## config.mk

```make
export PLATFORM = sky130hd
export DESIGN_NAME = led_cube_layer_scanner
export DESIGN_NICKNAME = d
export VERILOG_FILES = /design/src/rtl/led_cube_pkg.sv /design/src/rtl/led_cube_byte_serializer.sv /design/src/rtl/led_cube_layer_scanner.sv
export SDC_FILE = /design/constraint.sdc
export NUM_CORES = 1
export LEC_CHECK = 0
export ABC_AREA = 0
export CAP_MARGIN = 25
export CELL_PAD_IN_SITES_DETAIL_PLACEMENT = 1
export CELL_PAD_IN_SITES_GLOBAL_PLACEMENT = 1
export CORE_ASPECT_RATIO = 1.75
export CORE_MARGIN = 5
export CORE_UTILIZATION = 41
export CTS_CLUSTER_DIAMETER = 30
export DETAILED_ROUTE_END_ITERATION = 6
export GPL_TIMING_DRIVEN = 0
export PLACE_DENSITY_LB_ADDON = 0.1
export REMOVE_ABC_BUFFERS = 1
export SLEW_MARGIN = 20
export SYNTH_ARGS = -nofsm -noshare
export SYNTH_HDL_FRONTEND = slang
export SYNTH_SLANG_ARGS = --single-unit
```

## constraint.sdc

```tcl
create_clock -name clk -period 2.41 [get_ports clk]
set_input_delay 0.241 -clock clk [delete_from_list [all_inputs] [get_ports clk]]
set_output_delay 0.241 -clock clk [all_outputs]
set_load 0.005 [all_outputs]
```

## src/rtl/led_cube_pkg.sv

```systemverilog
`default_nettype none
// ============================================================================
// Module   : led_cube_pkg
// Purpose  : Shared constants, scanner state encoding and a counter-width
//            helper for the LED cube layer scanner.
// Ports    : none (package)
// Revision : 1.0 - initial release
// ============================================================================
package led_cube_pkg;

  localparam int NUM_LAYERS      = 8;
  localparam int BYTES_PER_LAYER = 8;
  localparam int BITS_PER_BYTE   = 8;

  typedef enum logic [2:0] {
    IDLE     = 3'd0,
    FETCH    = 3'd1,
    SHIFT_LO = 3'd2,
    SHIFT_HI = 3'd3,
    WAIT     = 3'd4,
    BLANK    = 3'd5,
    LATCH    = 3'd6
  } scan_state_t;

  // Width of a down/up counter able to hold n-1, never narrower than 1 bit.
  function automatic int cnt_width(input int n);
    return $clog2((n < 2) ? 2 : n);
  endfunction

endpackage
`default_nettype wire

```

## src/rtl/led_cube_byte_serializer.sv

```systemverilog
`default_nettype none
// ============================================================================
// Module   : led_cube_byte_serializer
// Purpose  : Shifts one byte MSB first onto a 74HC595-style serial string.
//            Each bit spends CLK_DIV cycles with ser_clk low followed by
//            CLK_DIV cycles with ser_clk high; data is stable across the
//            rising edge.
// Ports    : clk, rst       - clock, synchronous active-high reset
//            load           - capture data and start a new byte
//            data[7:0]      - byte to serialise
//            half_done      - last cycle of the current ser_clk half-period
//            byte_done      - last cycle of the eighth high half-period
//            ser_clk        - shift clock
//            ser_data       - serial data (current MSB of the shift register)
// Revision : 1.0 - initial release
// ============================================================================
module led_cube_byte_serializer
  import led_cube_pkg::*;
#(
  parameter int CLK_DIV = 2
) (
  input  logic                     clk,
  input  logic                     rst,
  input  logic                     load,
  input  logic [BITS_PER_BYTE-1:0] data,
  output logic                     half_done,
  output logic                     byte_done,
  output logic                     ser_clk,
  output logic                     ser_data
);

  localparam int               DIV_W    = cnt_width(CLK_DIV);
  localparam logic [DIV_W-1:0] DIV_LAST = DIV_W'(CLK_DIV - 1);
  localparam logic [2:0]       BIT_LAST = 3'(BITS_PER_BYTE - 1);

  logic                     active;
  logic [BITS_PER_BYTE-1:0] shreg;
  logic [2:0]               bit_cnt;
  logic [DIV_W-1:0]         div_cnt;

  assign half_done = active && (div_cnt == DIV_LAST);
  assign byte_done = half_done && ser_clk && (bit_cnt == BIT_LAST);
  // Driven straight from a flop, so it only moves at the start of a low phase.
  assign ser_data  = shreg[BITS_PER_BYTE-1];

  always_ff @(posedge clk) begin
    if (rst) begin
      active  <= 1'b0;
      shreg   <= '0;
      bit_cnt <= '0;
      div_cnt <= '0;
      ser_clk <= 1'b0;
    end else if (load) begin
      active  <= 1'b1;
      shreg   <= data;
      bit_cnt <= '0;
      div_cnt <= '0;
      ser_clk <= 1'b0;
    end else if (active) begin
      if (div_cnt == DIV_LAST) begin
        div_cnt <= '0;
        if (!ser_clk) begin
          ser_clk <= 1'b1;
        end else begin
          // End of the high phase: advance to the next bit.
          ser_clk <= 1'b0;
          shreg   <= {shreg[BITS_PER_BYTE-2:0], 1'b0};
          if (bit_cnt == BIT_LAST) begin
            active <= 1'b0;
          end else begin
            bit_cnt <= bit_cnt + 3'd1;
          end
        end
      end else begin
        div_cnt <= div_cnt + 1'b1;
      end
    end
  end

endmodule
`default_nettype wire

```

## src/rtl/led_cube_layer_scanner.sv

```systemverilog
`default_nettype none
// ============================================================================
// Module   : led_cube_layer_scanner
// Purpose  : Reads each 8-byte layer of a 64-byte cube frame, shifts it into
//            a daisy-chained column shift-register string while the previous
//            layer is lit, then blanks, latches and switches the layer drive.
// Ports    : clk, rst           - clock, synchronous active-high reset
//            enable             - run scanning (sampled at layer boundaries)
//            data_to_latch[7:0] - frame byte at frame_addr (zero latency)
//            frame_addr[5:0]    - {layer, byte} read address
//            ser_data, ser_clk  - column serial data / shift clock
//            latch              - storage-register latch pulse
//            oe_n               - column output enable, active low
//            layer_en[7:0]      - one-hot layer drive, 0 = all off
//            frame_done         - one-cycle pulse when layer 7 is latched
//            busy               - high whenever not idle
// Revision : 1.0 - initial release
// ============================================================================
module led_cube_layer_scanner
  import led_cube_pkg::*;
#(
  parameter int CLK_DIV      = 2,
  parameter int DWELL_CYCLES = 400,
  parameter int BLANK_CYCLES = 4
) (
  input  logic                  clk,
  input  logic                  rst,
  input  logic                  enable,
  input  logic [7:0]            data_to_latch,
  output logic [5:0]            frame_addr,
  output logic                  ser_data,
  output logic                  ser_clk,
  output logic                  latch,
  output logic                  oe_n,
  output logic [NUM_LAYERS-1:0] layer_en,
  output logic                  frame_done,
  output logic                  busy
);

  localparam int                 DWELL_W    = cnt_width(DWELL_CYCLES);
  localparam int                 CNT_W      = cnt_width((BLANK_CYCLES > CLK_DIV) ? BLANK_CYCLES : CLK_DIV);
  // Loaded with N-1 so the timer reads zero in the last lit cycle, letting
  // the blank phase start exactly DWELL_CYCLES after the layer switch.
  localparam logic [DWELL_W-1:0] DWELL_LOAD = DWELL_W'(DWELL_CYCLES - 1);
  localparam logic [CNT_W-1:0]   BLANK_LAST = CNT_W'(BLANK_CYCLES - 1);
  localparam logic [CNT_W-1:0]   LATCH_LAST = CNT_W'(CLK_DIV - 1);
  localparam logic [2:0]         BYTE_LAST  = 3'(BYTES_PER_LAYER - 1);
  localparam logic [2:0]         LAYER_LAST = 3'(NUM_LAYERS - 1);

  scan_state_t        state;
  logic [2:0]         layer;
  logic [2:0]         byte_idx;
  logic [DWELL_W-1:0] dwell;
  logic [CNT_W-1:0]   cnt;
  logic               dwell_done;
  logic               half_done;
  logic               byte_done;
  logic               layer_shifted;
  logic               wait_exit;

  assign frame_addr    = {layer, byte_idx};
  assign dwell_done    = (dwell == '0);
  assign layer_shifted = (state == SHIFT_HI) && byte_done && (byte_idx == BYTE_LAST);
  // The wait phase may have zero length when shifting outlasts the dwell, so
  // the decision is also taken directly at the end of the last bit.
  assign wait_exit     = dwell_done && ((state == WAIT) || layer_shifted);

  led_cube_byte_serializer #(
    .CLK_DIV (CLK_DIV)
  ) u_serializer (
    .clk       (clk),
    .rst       (rst),
    .load      (state == FETCH),
    .data      (data_to_latch),
    .half_done (half_done),
    .byte_done (byte_done),
    .ser_clk   (ser_clk),
    .ser_data  (ser_data)
  );

  always_ff @(posedge clk) begin
    if (rst) begin
      state      <= IDLE;
      layer      <= '0;
      byte_idx   <= '0;
      dwell      <= '0;
      cnt        <= '0;
      latch      <= 1'b0;
      oe_n       <= 1'b1;
      layer_en   <= '0;
      frame_done <= 1'b0;
      busy       <= 1'b0;
    end else begin
      frame_done <= 1'b0;
      if (!dwell_done) begin
        dwell <= dwell - 1'b1;
      end

      case (state)
        IDLE: begin
          if (enable) begin
            state    <= FETCH;
            layer    <= '0;
            byte_idx <= '0;
            busy     <= 1'b1;
          end
        end
        FETCH: begin
          state <= SHIFT_LO;
        end
        SHIFT_LO: begin
          if (half_done) begin
            state <= SHIFT_HI;
          end
        end
        SHIFT_HI: begin
          if (byte_done) begin
            if (byte_idx != BYTE_LAST) begin
              byte_idx <= byte_idx + 3'd1;
              state    <= FETCH;
            end else begin
              state <= WAIT;
            end
          end else if (half_done) begin
            state <= SHIFT_LO;
          end
        end
        WAIT: begin
        end
        BLANK: begin
          if (cnt == BLANK_LAST) begin
            cnt   <= '0;
            latch <= 1'b1;
            state <= LATCH;
          end else begin
            cnt <= cnt + 1'b1;
          end
        end
        LATCH: begin
          if (cnt == LATCH_LAST) begin
            cnt        <= '0;
            latch      <= 1'b0;
            oe_n       <= 1'b0;
            layer_en   <= NUM_LAYERS'(1) << layer;
            dwell      <= DWELL_LOAD;
            frame_done <= (layer == LAYER_LAST);
            layer      <= layer + 3'd1;
            byte_idx   <= '0;
            state      <= FETCH;
          end else begin
            cnt <= cnt + 1'b1;
          end
        end
        default: begin
          state <= IDLE;
          busy  <= 1'b0;
        end
      endcase

      // Overrides the WAIT entry above when the dwell has already elapsed.
      if (wait_exit) begin
        oe_n <= 1'b1;
        cnt  <= '0;
        if (enable) begin
          state <= BLANK;
        end else begin
          // Drop the freshly shifted layer and go dark.
          state    <= IDLE;
          layer_en <= '0;
          busy     <= 1'b0;
        end
      end
    end
  end

endmodule
`default_nettype wire
```

### Yosys cells after proc, flatten, opt, wreduce, memory -nomap -nowiden

Index checks and enable logic that the tools add are counted.

* register bits: 46
* input bits: 11
* output and inout port bits: 20
* logic and storage cells: 120

* add/sub/neg operators: 6
* eq/ne operators: 23
* shift-type cells: 1
* multiplexer cells: 45
* bitwise gates (word level): 3
* reductions and logical operators: 27

Operator list (number)
* $mux W8: 8
* $mux W3: 14
* $mux W9: 3
* $pmux W3 S7: 1
* $eq A3 B3 Y1 const B: 6
* $mux W1: 12
* $ne A3 B3 Y1 const B: 4
* $ne A2 B2 Y1 const B: 5
* $reduce_bool A2 Y1: 5
* $add A3 B1 Y3 const B: 3
* $logic_not A9 Y1: 1
* $pmux W3 S3: 1
* $reduce_and A3 Y1: 3
* $sub A9 B1 Y9 const B: 1
* $shl A1 B3 Y8 const A: 1
* $eq A3 B2 Y1 const B: 2
* $logic_and A1 B1 Y1: 6
* $pmux W3 S2: 1
* $reduce_and A6 Y1: 1
* $reduce_or A6 Y1: 1
* $reduce_and A5 Y1: 1
* $mux W2: 2
* $ne A4 B3 Y1 const B: 1
* $pmux W1 S2: 2
* 16 further kinds: 20

### Longest topological paths before layout

Gate-level depths: netlist (run 1).

* depth after elaboration: 9
* mapped depth: 7
* mapped depth without buffers: 6

### By module

A second synthesis (run 1) with hierarchy kept.

* cell total of the unflattened synthesis: 275
* area total of the unflattened synthesis: 2403.6 sq um

Modules (own cells, without submodules)
* led_cube_layer_scanner: times used 1, cells an instance 205, area an instance 1714.1 sq um, seq. area each 640.6 sq um
* led_cube_byte_serializer: times used 1, cells an instance 70, area an instance 689.4 sq um, seq. area each 280.3 sq um

### Worst setup path after synthesis (run 1)

OpenSTA, ideal clock, no wires.

* path kind: register to register
* from: register u_serializer.bit_cnt[0]
* to: register state[0]
* library setup time: 92 ps
* arrival: 1644 ps
* required time: 2318 ps
* setup slack: 673 ps
* cell stages (with the launch flop): 8
* path buffers: 1
* clock period less this slack: 1737 ps
* path through: dfxtp_1 -> ha_1 -> ha_1 -> nand4_1 -> o22ai_1 -> a31o_1 -> buf_4 -> o32ai_1

* longest elaborated chain between the ends: 8
* elaborated cells between the ends (all ways): 16
* classes of those cells: eq/ne (7); mux (3); reduce/logical (6)

Ends and longest elaborated chain
* from (decl): RTL line led_cube_byte_serializer.sv:38 `logic [2:0] bit_cnt;`
* from (signal assigned): RTL line led_cube_byte_serializer.sv:71 `bit_cnt <= bit_cnt + 3'd1;`
* $eq A3 B3 Y1 *: RTL line led_cube_byte_serializer.sv:42 `assign byte_done = half_done && ser_clk && (bit_cnt == BIT_LAST);`
* $logic_and A1 B1 Y1 *: RTL line led_cube_byte_serializer.sv:42
* $logic_and A1 B1 Y1 (2 in a row): RTL line led_cube_layer_scanner.sv:63 `assign layer_shifted = (state == SHIFT_HI) && byte_done && (byte_idx == BYTE_LAST);`
* $logic_or A1 B1 Y1: RTL line led_cube_layer_scanner.sv:66 `assign wait_exit = dwell_done && ((state == WAIT) || layer_shifted);`
* $logic_and A1 B1 Y1: RTL line led_cube_layer_scanner.sv:66
* $ne A4 B3 Y1 (no line), or another cell as far along
* $reduce_and A6 Y1 (no line)
* to (signal assigned): RTL line led_cube_layer_scanner.sv:83 `state <= IDLE;`
* to (signal assigned): RTL line led_cube_layer_scanner.sv:102 `state <= FETCH;`
* to (signal assigned): RTL line led_cube_layer_scanner.sv:109 `state <= SHIFT_LO;`
* to (decl): RTL line led_cube_layer_scanner.sv:50 `scan_state_t state;`

Mark *: on every way between the ends. The rest lies on a longest branch, timed or not.
A chain may end at the register's enable or synchronous reset.

### Worst setup path in the final report (run 1)

Same ends and word-level chain as after synthesis.

==> results.ini, run 1 <==
[status]
status=completed

[die]
core_sq_um=5590
die_h_um=110
placementRows=36
initial_core_util=0.420
num_io_pins=31
die_area_sq_um=7400
fp.dieW_um=67.2

[worst_hold_path]
hold_end=oe_n
holdPathStages=2
min_path_type=flip-flop to flip-flop
holdCritStartpoint=oe_n

[timing]
fmax_mhz=458
drv_slew=0
slew_headroom=0.481
setup_violations=0
post-route-period-util=0.906
post-route-min-period_ps=2180
fin_worst_skew_ps=14.6
hold_violations=0
fin_setup_tns_ps=0
rsz0062_at_grt=false
worst_pin_slew_ps=777

[critical_path]
r2r_slack_ps=230
crit_arrival_ps=2370
critPathCaptureType=flip-flop
r2r-start=u_serializer.bit_cnt[0]
cp.required_ps=2600
path_class=flip-flop to flip-flop
r2r-end=state[0]
crit_fanout=9
cp-start-kind=flip-flop
reg2regPathDepth=6

[synthesis]
synth_cells=272
synthArstFlopShare=0
synth-edff-count=0
yosys-top-cells-area=dfxtp_1 (39%), ha_1 (7.5%), a21oi_1 (6.4%)
synth_flop_cell=dfxtp_1
syn_area_per_cell_sq_um=8.63
post-synth-top-count-cell=dfxtp_1
yosysUniqueCellTypes=49
synth_warnings=0
synth_area_sq_um=2350
synth_top_area_cell=dfxtp_1
synth_seq_area_share=0.392
synth_top_area_share=0.392
yosys-top-cells-count=dfxtp_1 (46), a21oi_1 (30), nand2_1 (23)
ys_ff_latch=46

[route]
drt-wirelength-per-cell_um=14.6
drtIter0Drc=35
drt_pre_antenna_iters=4
routed_wl_mm=5.46
via_count=2038
ant_nets=0
avgViaCountPerCell=5.46
drc_errors=0

[clock_network]
cts_tree=yes
clk_path_buf_depth=2
clk_latency_ps=300
clkSlewWorstSetupHoldPaths_ps=90
clock_sinks=46
cts_setup_buffers=0
cts_made_buffers=5
cts_root_buf=clkbuf_8
cts-hold-fix-buffers=0
cts.htree.levels=2

[global_route]
grt_pass1_vias=2081
grt_max_degree=22
grt_overflow=0
grtUsageTotal=0.162
grt_pass1_wl_mm=9.35
antenna_found_initial=0

[pwr]
leakage_nw=1.03
vdd_ir_drop_max_mv=0.615
power.internal_mw=1.61
power.share.combinational=0.389
p_sw_frac=0.385
clkPwrFrac=0.189
p_seq_frac=0.422
power_density_nw_per_um2=940
p_sw_mw=1.01

[placement]
port_buffers=30
routabilityCongestion=0.780
dp.cells=365
hpwl_mm=4.23

[finish]
n_antenna_cell=0
drive_above_1_share=0.0640
final_nets=321
syn2layout_area_growth_pct=18.6
fillCellCount=720
instances_no_fill=373

[job]
cap_violations=0

logic make-up (layout without fill, tap and decap cells):
logic type / count (synthesis) / in the layout / share of synthesized area
and+or+nand+nor: 93 / 93 / 0.210
AOI/OAI and AO/OA: 74 / 74 / 0.203
DFF: 46 / 46 / 0.392
buffers and inverters: 28 / 53 / 0.0533
adders and majority gates: 14 / 14 / 0.0746
xor gates and xnor gates: 10 / 10 / 0.0373
muxes: 7 / 7 / 0.0298
layout make-up:
| class | count | area (sq um) | share of cell area |
|---|---|---|---|
| multi-input combinational | 198 | 1310 | 0.469 |
| clock buffer | 6 | 82.6 | 0.0296 |
| sequential | 46 | 921 | 0.330 |
| inverter | 14 | 52.6 | 0.0189 |
| tap | 76 | 95.1 | 0.0341 |
| timing repair buffer | 31 | 315 | 0.113 |
| clock inverter | 2 | 12.5 | 0.00449 |
power by group through the flow:
stage          logic [mW]  clock network (mW)  registers, mW
2_1_floorplan       0.811                   0           1.07
6_report             1.02               0.494           1.11
5_1_grt              1.14               0.549           1.14
3_5_place_dp         1.02                   0           1.13
4_1_cts              1.03               0.517           1.11
3_3_place_gp        0.999                   0           1.12
per-layer routing:
metal	global-route usage	vias up	wire length [um]
li1	-	1021	-
met1	0.160	982	2140
met2	0.315	28	3040
met3	0.0304	7	158
met4	0.0697	0	120
met5	0	-	0
through the flow:
stage	cell area [sq um]	power [mW]	utilization	setup slack [ps]	hold WS, ps
floorplan	2280	1.88	-	682	310
global placement	2670	2.12	0.478	181	431
detailed placement	2690	2.15	0.481	176	435
CTS	2780	2.65	0.498	132	449
global route	2790	2.82	0.499	56.1	472
finish	2790	2.62	0.499	228	445
placed cells by master, fill, tap and decap left out, types with 2 or more instances in the layout:
cell / Yosys / layout
a211oi_1: 13 / 13
a21o_1: 3 / 3
a21oi_1: 30 / 30
a31oi_1: 4 / 4
clkbuf_8: 0 / 6
clkdlybuf4s50_1: 0 / 30
dfxtp_1: 46 / 46
ha_1: 14 / 14
inv_1: 12 / 12
inv_2: 2 / 2
mux2i_1: 7 / 7
nand2_1: 23 / 23
nand2b_1: 8 / 8
nand3_1: 16 / 15
nand4_1: 2 / 2
nor2_1: 21 / 21
nor2b_1: 2 / 2
nor3_1: 2 / 2
nor3b_1: 3 / 3
nor4_1: 3 / 3
o21ai_0: 4 / 4
o21ai_1: 5 / 5
o22ai_1: 4 / 4
or4_1: 2 / 2
or4_4: 2 / 2
xnor2_1: 8 / 8
xor2_1: 2 / 2
state kept, by name, indices dropped and copies added (netlist names):
| register | flops |
|---|---|
| busy | 1 |
| dwell | 9 |
| oe_n | 1 |
| u_serializer.bit_cnt | 3 |
| cnt | 2 |
| u_serializer.div_cnt | 1 |
| frame_done | 1 |
| layer | 3 |
| byte_idx | 3 |
| u_serializer.shreg | 8 |
| u_serializer.active | 1 |
| u_serializer.ser_clk | 1 |
| latch | 1 |
| state | 3 |
| layer_en | 8 |
critical path, cell delays in order, from the launching register on:
cell and delay [ps]:
dfxtp_1 350, ha_1 160, ha_1 240, nand4_1 340, o22ai_1 430, a31o_1 430
o32ai_1 130
timing repair:
| action | in CTS | in global routing |
|---|---|---|
| gates resized for setup | 0 | 1 |
| hold endpoints to repair | 0 | 0 |
| endpoints found under the setup margin | 0 | 1 |
worst max-delay path by stage:
stage	startpoint	endpoint	cells past startpoint
after floorplan	dwell[0]	state[0]	6
after global placement	state[1]	layer_en[7]	4
after detailed placement	state[1]	layer_en[7]	4
after CTS	state[1]	layer_en[7]	4
after global routing	u_serializer.bit_cnt[0]	state[0]	6
final	u_serializer.bit_cnt[0]	state[0]	6
Power figures use the tool's default switching activity.
==> inputs of run 2 (changes only) <==
--- a/config.mk
+++ b/config.mk
@@ -6,7 +6,7 @@
 export NUM_CORES = 1
 export LEC_CHECK = 0
 export ABC_AREA = 0
-export CAP_MARGIN = 25
+export CAP_MARGIN = 5
 export CELL_PAD_IN_SITES_DETAIL_PLACEMENT = 1
 export CELL_PAD_IN_SITES_GLOBAL_PLACEMENT = 1
 export CORE_ASPECT_RATIO = 1.75
==> constraint.sdc (replaced) <==
create_clock -name clk -period 2.05 [get_ports clk]
set_input_delay 0.205 -clock clk [delete_from_list [all_inputs] [get_ports clk]]
set_output_delay 0.205 -clock clk [all_outputs]
set_load 0.005 [all_outputs]
==> run 2 against run 1 <==
  * Design area is 0.58% higher
  * Highest routed layer unchanged
  * Non-clock buffer count stayed put
  * Die area did not move
  * Sequential share of layout area fell by 0.058 points
  * Largest cell class unchanged
==> results.ini, run 2 (synthesized netlist as in run 1, its figures left out) <==
[pwr]
power.internal_mw=1.95
clkPwrFrac=0.196
p_sw_mw=1.19
power.share.combinational=0.386
power_density_nw_per_um2=1120
p_sw_frac=0.380
vdd_ir_drop_max_mv=0.694
power_mw=3.14
p_seq_frac=0.418
leakage_nw=1.05

[route]
met3WireLength_um=145
routed_wl_mm=5.51
avgViaCountPerCell=5.45
drc_errors=0
drtIter0Drc=56
drt_pre_antenna_iters=4
wl_met2_mm=3.15
drt-wirelength-per-cell_um=14.8
via_count=2033
top_layer=met4
ant_nets=0
wl_met1_mm=2.14

[timing]
setup_violations=0
fmax_mhz=517
holdWs_ps=398
rsz0062_at_grt=false
slew_headroom=0.474
worst_pin_slew_ps=783
drv_slew=0
worst_slack_ps=117
post-route-period-util=0.943
fin_worst_skew_ps=12.1
fin_setup_tns_ps=0
hold_violations=0
post-route-min-period_ps=1930

[critical_path]
crit_chain=inv_1 > ha_1 > or4b_4 > nor2_2 > a31o_2 > o32ai_1
setup.worst_path.start=dwell[0]
cp.required_ps=2240
crit_arrival_ps=2120
reg2regPathDepth=6
cp.depth=6
crit_family=simple AND/OR/NAND/NOR gates
cp-endpoint=state[0]
max_stage_delay_ps=520
r2r-start=dwell[0]
path_buf_inv=1
crit_fanout=9
r2r_slack_ps=120
path_class=flip-flop to flip-flop
r2r-end=state[0]
cp-start-kind=flip-flop
critPathSlowestCell=or4b_4
critPathCaptureType=flip-flop

[clock_network]
clk_latency_ps=300
clk_path_buf_depth=2
cts.htree.levels=2
cts_tree=yes
clock_sinks=46
cts_root_buf=clkbuf_8
cts_made_buffers=5
clkSlewWorstSetupHoldPaths_ps=90

[finish]
final_nets=321
mostFrequentLayoutCell=dfxtp_1
reg_top3=dwell: 9 flops, layer_en: 8 flops, u_serializer.shreg: 8 flops
n_antenna_cell=0
mostFrequentLayoutCells=dfxtp_1 (43), a21oi_1 (30), clkdlybuf4s50_1 (29)
final_cell_area_sq_um=2800
largest_register_ffs=9
syn2layout_area_growth_pct=19.3
drive_above_1_share=0.0842
top_register=dwell

[die]
initial_core_util=0.420
fp.dieW_um=67.2
num_io_pins=31
die_area_sq_um=7400
placementRows=36
die_h_um=110
core_sq_um=5590

[global_route]
grtUsageTotal=0.159
antenna_found_initial=0
grt_overflow=0
grt_pass1_vias=2071
grt_max_degree=31
grt_pass1_wl_mm=9.24

[placement]
hpwl_mm=4.15
port_buffers=30
dp_worst_setup_slack_ps=-202
routabilityCongestion=0.780
placed_area_sq_um=2670

[status]
status=completed

[worst_hold_path]
holdPathStages=2
min_path_type=primary input to flip-flop

[job]
cap_violations=0

[run 2: worst min-delay path by stage]
| stage | start | to | slack, ps |
|---|---|---|---|
| 2_1_floorplan | rst | byte_idx[1] | 270 |
| 3_3_place_gp | oe_n | oe_n | 430 |
| 3_5_place_dp | oe_n | oe_n | 430 |
| 4_1_cts | oe_n | oe_n | 450 |
| 5_1_grt | rst | dwell[1] | 430 |
| 6_report | rst | u_serializer.shreg[0] | 400 |
[run 2: through the flow]
stage | util | std cells
3_5_place_dp | 0.478 | 364
3_3_place_gp | 0.478 | 364
4_1_cts | 0.499 | 372
5_1_grt | 0.502 | 373
6_report | 0.502 | 373
2_1_floorplan | - | 258
[run 2: what timing repair did]
action / in CTS / in global routing
pin swaps: 0 / 1
gates resized for setup: 4 / 3
setup endpoints to repair: 15 / 17
hold buffers: 0 / 0
buffers inserted: 0 / 1
[run 2: final cells by class]
type                            count  area, sq um
Inverter                           14         52.6
Tap cell                           76         95.1
Sequential cell                    46          925
Clock buffer                        7         96.3
Fill cell                         710         2780
Clock inverter                      1         8.76
Timing Repair Buffer               31          303
Multi-Input combinational cell    198         1320
[run 2: metal layers]
metal  vias to the layer above  track usage
met5                         -            0
met4                         0       0.0552
met3                         6       0.0304
met2                        24        0.318
met1                       984        0.156
li1                       1019            -
[run 2: power groups by stage]
stage	combinational [mW]	clock, mW	sequential [mW]
detailed placement	1.20	0	1.33
global placement	1.17	0	1.32
global route	1.34	0.682	1.35
finish	1.21	0.616	1.31
floorplan	0.954	0	1.26
CTS	1.21	0.651	1.31
==> inputs of run 3 (changes only) <==
--- a/config.mk
+++ b/config.mk
@@ -17,6 +17,7 @@
 export GPL_TIMING_DRIVEN = 0
 export PLACE_DENSITY_LB_ADDON = 0.1
 export REMOVE_ABC_BUFFERS = 1
+export SKIP_CTS_REPAIR_TIMING = 1
 export SLEW_MARGIN = 20
 export SYNTH_ARGS = -nofsm -noshare
 export SYNTH_HDL_FRONTEND = slang
==> run 3 against run 2 <==
  * Routed wire length grew 0.11%
  * Clock skew is essentially flat
  * Fmax grew 0.81%
  * Clock-buffer cell count is the same
  * Non-clock buffer count is the same
  * Highest routed layer unchanged
  * Register-to-register slack gained 20 ps
  * Sequential share of layout area shrank 0.073 points
  * Worst hold slack lost 5.2 ps
  * Largest power group unchanged
  * Power is essentially flat
  * Critical path depth is the same
==> results.ini, run 3 (synthesized netlist as in run 1, its figures left out) <==
[timing]
hold_violations=0
holdWs_ps=393
setup_violations=0
fin_worst_skew_ps=12.2
post-route-period-util=0.936
post-route-min-period_ps=1920
worst_slack_ps=132
drv_slew=0
worst_pin_slew_ps=765
rsz0062_at_grt=false
slew_headroom=0.486
fmax_mhz=521
fin_setup_tns_ps=0

[route]
drt_pre_antenna_iters=4
routed_wl_mm=5.52
top_layer=met4
drc_errors=0
avgViaCountPerCell=5.46
wl_met1_mm=2.14
via_count=2038
drtIter0Drc=51
wl_met2_mm=3.15
ant_nets=0
drt-wirelength-per-cell_um=14.8
met3WireLength_um=150

[die]
die_h_um=110
num_io_pins=31
die_area_sq_um=7400
core_sq_um=5590
placementRows=36
initial_core_util=0.420
fp.dieW_um=67.2

[placement]
port_buffers=30
hpwl_mm=4.15
routabilityCongestion=0.780
dp_worst_setup_slack_ps=-202

[finish]
n_antenna_cell=0
syn2layout_area_growth_pct=19.6
largest_register_ffs=9
top_register=dwell
mostFrequentLayoutCells=dfxtp_1 (43), a21oi_1 (30), clkdlybuf4s50_1 (29)
reg_top3=dwell: 9 flops, layer_en: 8 flops, u_serializer.shreg: 8 flops
drive_above_1_share=0.0875
mostFrequentLayoutCell=dfxtp_1
fillCellCount=711
final_util=0.503
final_nets=321

[critical_path]
max_stage_delay_ps=520
cp.required_ps=2240
critPathCaptureType=flip-flop
path_buf_inv=1
cp-start-kind=flip-flop
crit_family=simple AND/OR/NAND/NOR gates
path_class=flip-flop to flip-flop
crit_arrival_ps=2110
critPathSlowestCell=or4b_4
crit_chain=inv_1 > ha_1 > or4b_4 > nor2_2 > a31o_2 > o32ai_1
crit_fanout=9

[job]
cap_violations=0

[global_route]
grt_pass1_wl_mm=9.18
grt_pass1_vias=2054
grt_overflow=0
antenna_found_initial=0
grtUsageTotal=0.158
grt_max_degree=31

[pwr]
p_sw_frac=0.380
power.internal_mw=1.95
power.share.combinational=0.386
p_seq_frac=0.418
vdd_ir_drop_max_mv=0.693
leakage_nw=1.05
p_sw_mw=1.20
clkPwrFrac=0.196
power_density_nw_per_um2=1120

[clock_network]
cts_tree=yes
clk_latency_ps=300
clock_sinks=46
cts_root_buf=clkbuf_8
cts_made_buffers=5
clkSlewWorstSetupHoldPaths_ps=90
clk_path_buf_depth=2
cts.htree.levels=2

[status]
status=completed

[worst_hold_path]
min_path_type=primary input to flip-flop

## run 3: worst paths after layout
path / start / to / slack, ps / depth (start not counted)
max: dwell[0] / state[0] / 130 / 6
min reg2reg: oe_n / oe_n / 450 / 2
max reg2reg: dwell[0] / state[0] / 130 / 6
min: rst / u_serializer.shreg[0] / 390 / 2
## run 3: stage by stage
step | cells | instance area [sq um] | total power [mW]
3_5_place_dp | 364 | 2670 | 2.52
3_3_place_gp | 364 | 2670 | 2.49
4_1_cts | 372 | 2780 | 3.16
5_1_grt | 373 | 2810 | 3.38
6_report | 373 | 2810 | 3.14
2_1_floorplan | 258 | 2280 | 2.21
## run 3: final cells by class
| class | instances | area, sq um | share of cell area |
|---|---|---|---|
| clock buffers | 7 | 96.3 | 0.0343 |
| clock inverters | 1 | 8.76 | 0.00312 |
| inverters | 14 | 52.6 | 0.0187 |
| multi-input cells | 198 | 1330 | 0.473 |
| flip-flops and latches | 46 | 925 | 0.329 |
| well taps | 76 | 95.1 | 0.0339 |
| repair buffers | 31 | 303 | 0.108 |
## run 3: routing by layer
layer  GRT usage  vias up
li1            -     1020
met1       0.157      986
met2       0.312       26
met3      0.0304        6
met4      0.0552        0
met5           0        -
## run 3: power by group through the flow
stage	sequential, mW	clock [mW]	combinational (mW)
after floorplan	1.26	0	0.954
after global placement	1.32	0	1.17
after detailed placement	1.33	0	1.20
after CTS	1.31	0.651	1.21
after global routing	1.35	0.682	1.35
final	1.31	0.616	1.21
==> patch: new RTL, settings of run 3 <==
Re-encode `scan_state_t` (7 states) as one-hot, 7 bits wide.
--- a/src/rtl/led_cube_pkg.sv
+++ b/src/rtl/led_cube_pkg.sv
@@ -12,14 +12,14 @@
   localparam int BYTES_PER_LAYER = 8;
   localparam int BITS_PER_BYTE   = 8;
 
-  typedef enum logic [2:0] {
-    IDLE     = 3'd0,
-    FETCH    = 3'd1,
-    SHIFT_LO = 3'd2,
-    SHIFT_HI = 3'd3,
-    WAIT     = 3'd4,
-    BLANK    = 3'd5,
-    LATCH    = 3'd6
+  typedef enum logic [6:0] {
+    IDLE     = 7'b0000001,
+    FETCH    = 7'b0000010,
+    SHIFT_LO = 7'b0000100,
+    SHIFT_HI = 7'b0001000,
+    WAIT     = 7'b0010000,
+    BLANK    = 7'b0100000,
+    LATCH    = 7'b1000000
   } scan_state_t;
 
   // Width of a down/up counter able to hold n-1, never narrower than 1 bit.
Behaviour: no difference found for any inputs over 10 cycles, from zero or initial values and one cycle with rst high; not proved beyond that.
==> patch against run 3 <==
- clock power fell by 9.6%
- first-iteration DRC count rose by 63%
- total power fell by 7.9%
- critical endpoint is now state[6]
- sequential cell count rose by 4
- design area rose by 8.1%
- largest cell class unchanged
- largest power group unchanged
- final cell count rose by 2.7%
- synthesized area rose by 9.5%
- worst setup slack got worse by 0.10 ns
- routed wire length rose by 8.4%
==> patch: results (changes against run 3) <==
async set-reset flop share out of synthesis=0 (unchanged); syn avg cell area=9.18 um2 (+6.4%); root buf cell=clkbuf_8; drt pass-1 iters=4 (unchanged); ANT cells=0 (unchanged); max-cap violation count=0 (unchanged); Worst VDD drop=0.585 mV (-16%); layout cells sized above 1=0.135 (+0.0478); Iter 0 DRT Violations=83 (+63%); clock skew=0.00940 ns (-0.00284 ns); largest net degree at the start of global routing=37 (+19%); critical path's slowest cell=a2111o_1; Synthesis Warnings=0 (unchanged); clock buffer depth=2 (unchanged); sequential area share after synthesis=0.389 (-0.00282); Worst Hold Class=input pin to flop; final net count=328 (+2.2%); Top Registers=dwell: 9 flops, layer_en: 8 flops, u_serializer.shreg: 8 flops; GRT Resource Usage Total=0.155 (-0.00345); initial antenna violation count=0 (unchanged); worst-path fanout max=6 (-3); top cell family by delay on the critical path=compound AO/OA/AOI/OAI gates; Vias/cell=5.50 (+0.59%); Unique masters post-synth=57 (+16%); Synth top cells by count=dfxtp_1 (50), nor2_1 (28), a21oi_1 (24), nand2_1 (18), ha_1 (14); routed len/inst=15.6 um (+5.6%); critical path's largest stage delay=0.48 ns (-0.04 ns); Final HPWL DP=4.17 mm (+0.31%); Clock transition at path regs=0.09 ns (about the same); outcome=finished, final reports clean; slew of the pin with the lowest slew margin=0.707 ns (-0.0579 ns); Leak=1.20 nW (+14%); clock latency on the worst-skew pair=0.31 ns; CTS buffer count=5 (unchanged); top post-synthesis cells by area=dfxtp_1 (39%), ha_1 (6.8%), a21oi_1 (4.7%); first-pass GRT wire length=10.1 mm (+9.7%); vias in the first global route=2161 (+5.2%); CTS H-tree lvls=2 (unchanged); Final Wtd Congestion=0.829 (+6.3%); I/O Buffers=30 (unchanged); Sw Pwr=1.06 mW (-11%)
==> patch: metal layers <==
layer | track usage | vias up | share of wire
li1 | - | 1042 | -
met1 | 0.171 | 1033 | 0.44
met2 | 0.284 | 21 | 0.51
met3 | 0.0297 | 9 | 0.022
met4 | 0.0691 | 0 | 0.022
met5 | 0 | - | 0
==> patch: power by group through the flow <==
stage	clock [mW]	sequential, mW	combinational [mW]
3_3_place_gp	0	1.27	0.984
6_report	0.557	1.26	1.08
3_5_place_dp	0	1.28	1.01
4_1_cts	0.579	1.25	1.01
5_1_grt	0.622	1.29	1.21
2_1_floorplan	0	1.23	0.780
==> patch: through the flow <==
stage,std cells,area [um2],setup slack [ns]
finish,383,3040,0.0316
global route,383,3040,-0.0311
CTS,378,2930,-0.215
detailed placement,371,2850,-0.207
global placement,371,2850,-0.362
floorplan,261,2450,0.00470
==> patch: path summary, 6_finish.rpt <==
check | startpoint | slack [ns] | cells past startpoint | end
worst min-delay path | rst | 0.44 | 2 | byte_idx[0]
worst min register to register | layer_en[4] | 0.46 | 2 | layer_en[4]
worst max register to register | cnt[1] | 0.03 | 7 | state[6]
worst max-delay path | cnt[1] | 0.03 | 7 | state[6]
==> patch: area by class of cell <==
type                       count  area, um2
timing repair buffer          34        329
fill                         734       3150
clock inverter                 1       7.51
clock buffer                   6       72.6
multi-input combinational    201       1470
inverter                      11       43.8
tap                           80        100
sequential                    50       1010
==> patch: kinds of logic after synthesis <==
kind of cell               after synthesis  synth area share
AOI/OAI and AO/OA                       58             0.147
xor gates and xnor gates                11            0.0375
adders and majority gates               14            0.0681
buffers and inverters                   30            0.0623
DFF                                     50             0.389
muxes                                   12            0.0467
and+or+nand+nor                        105             0.249
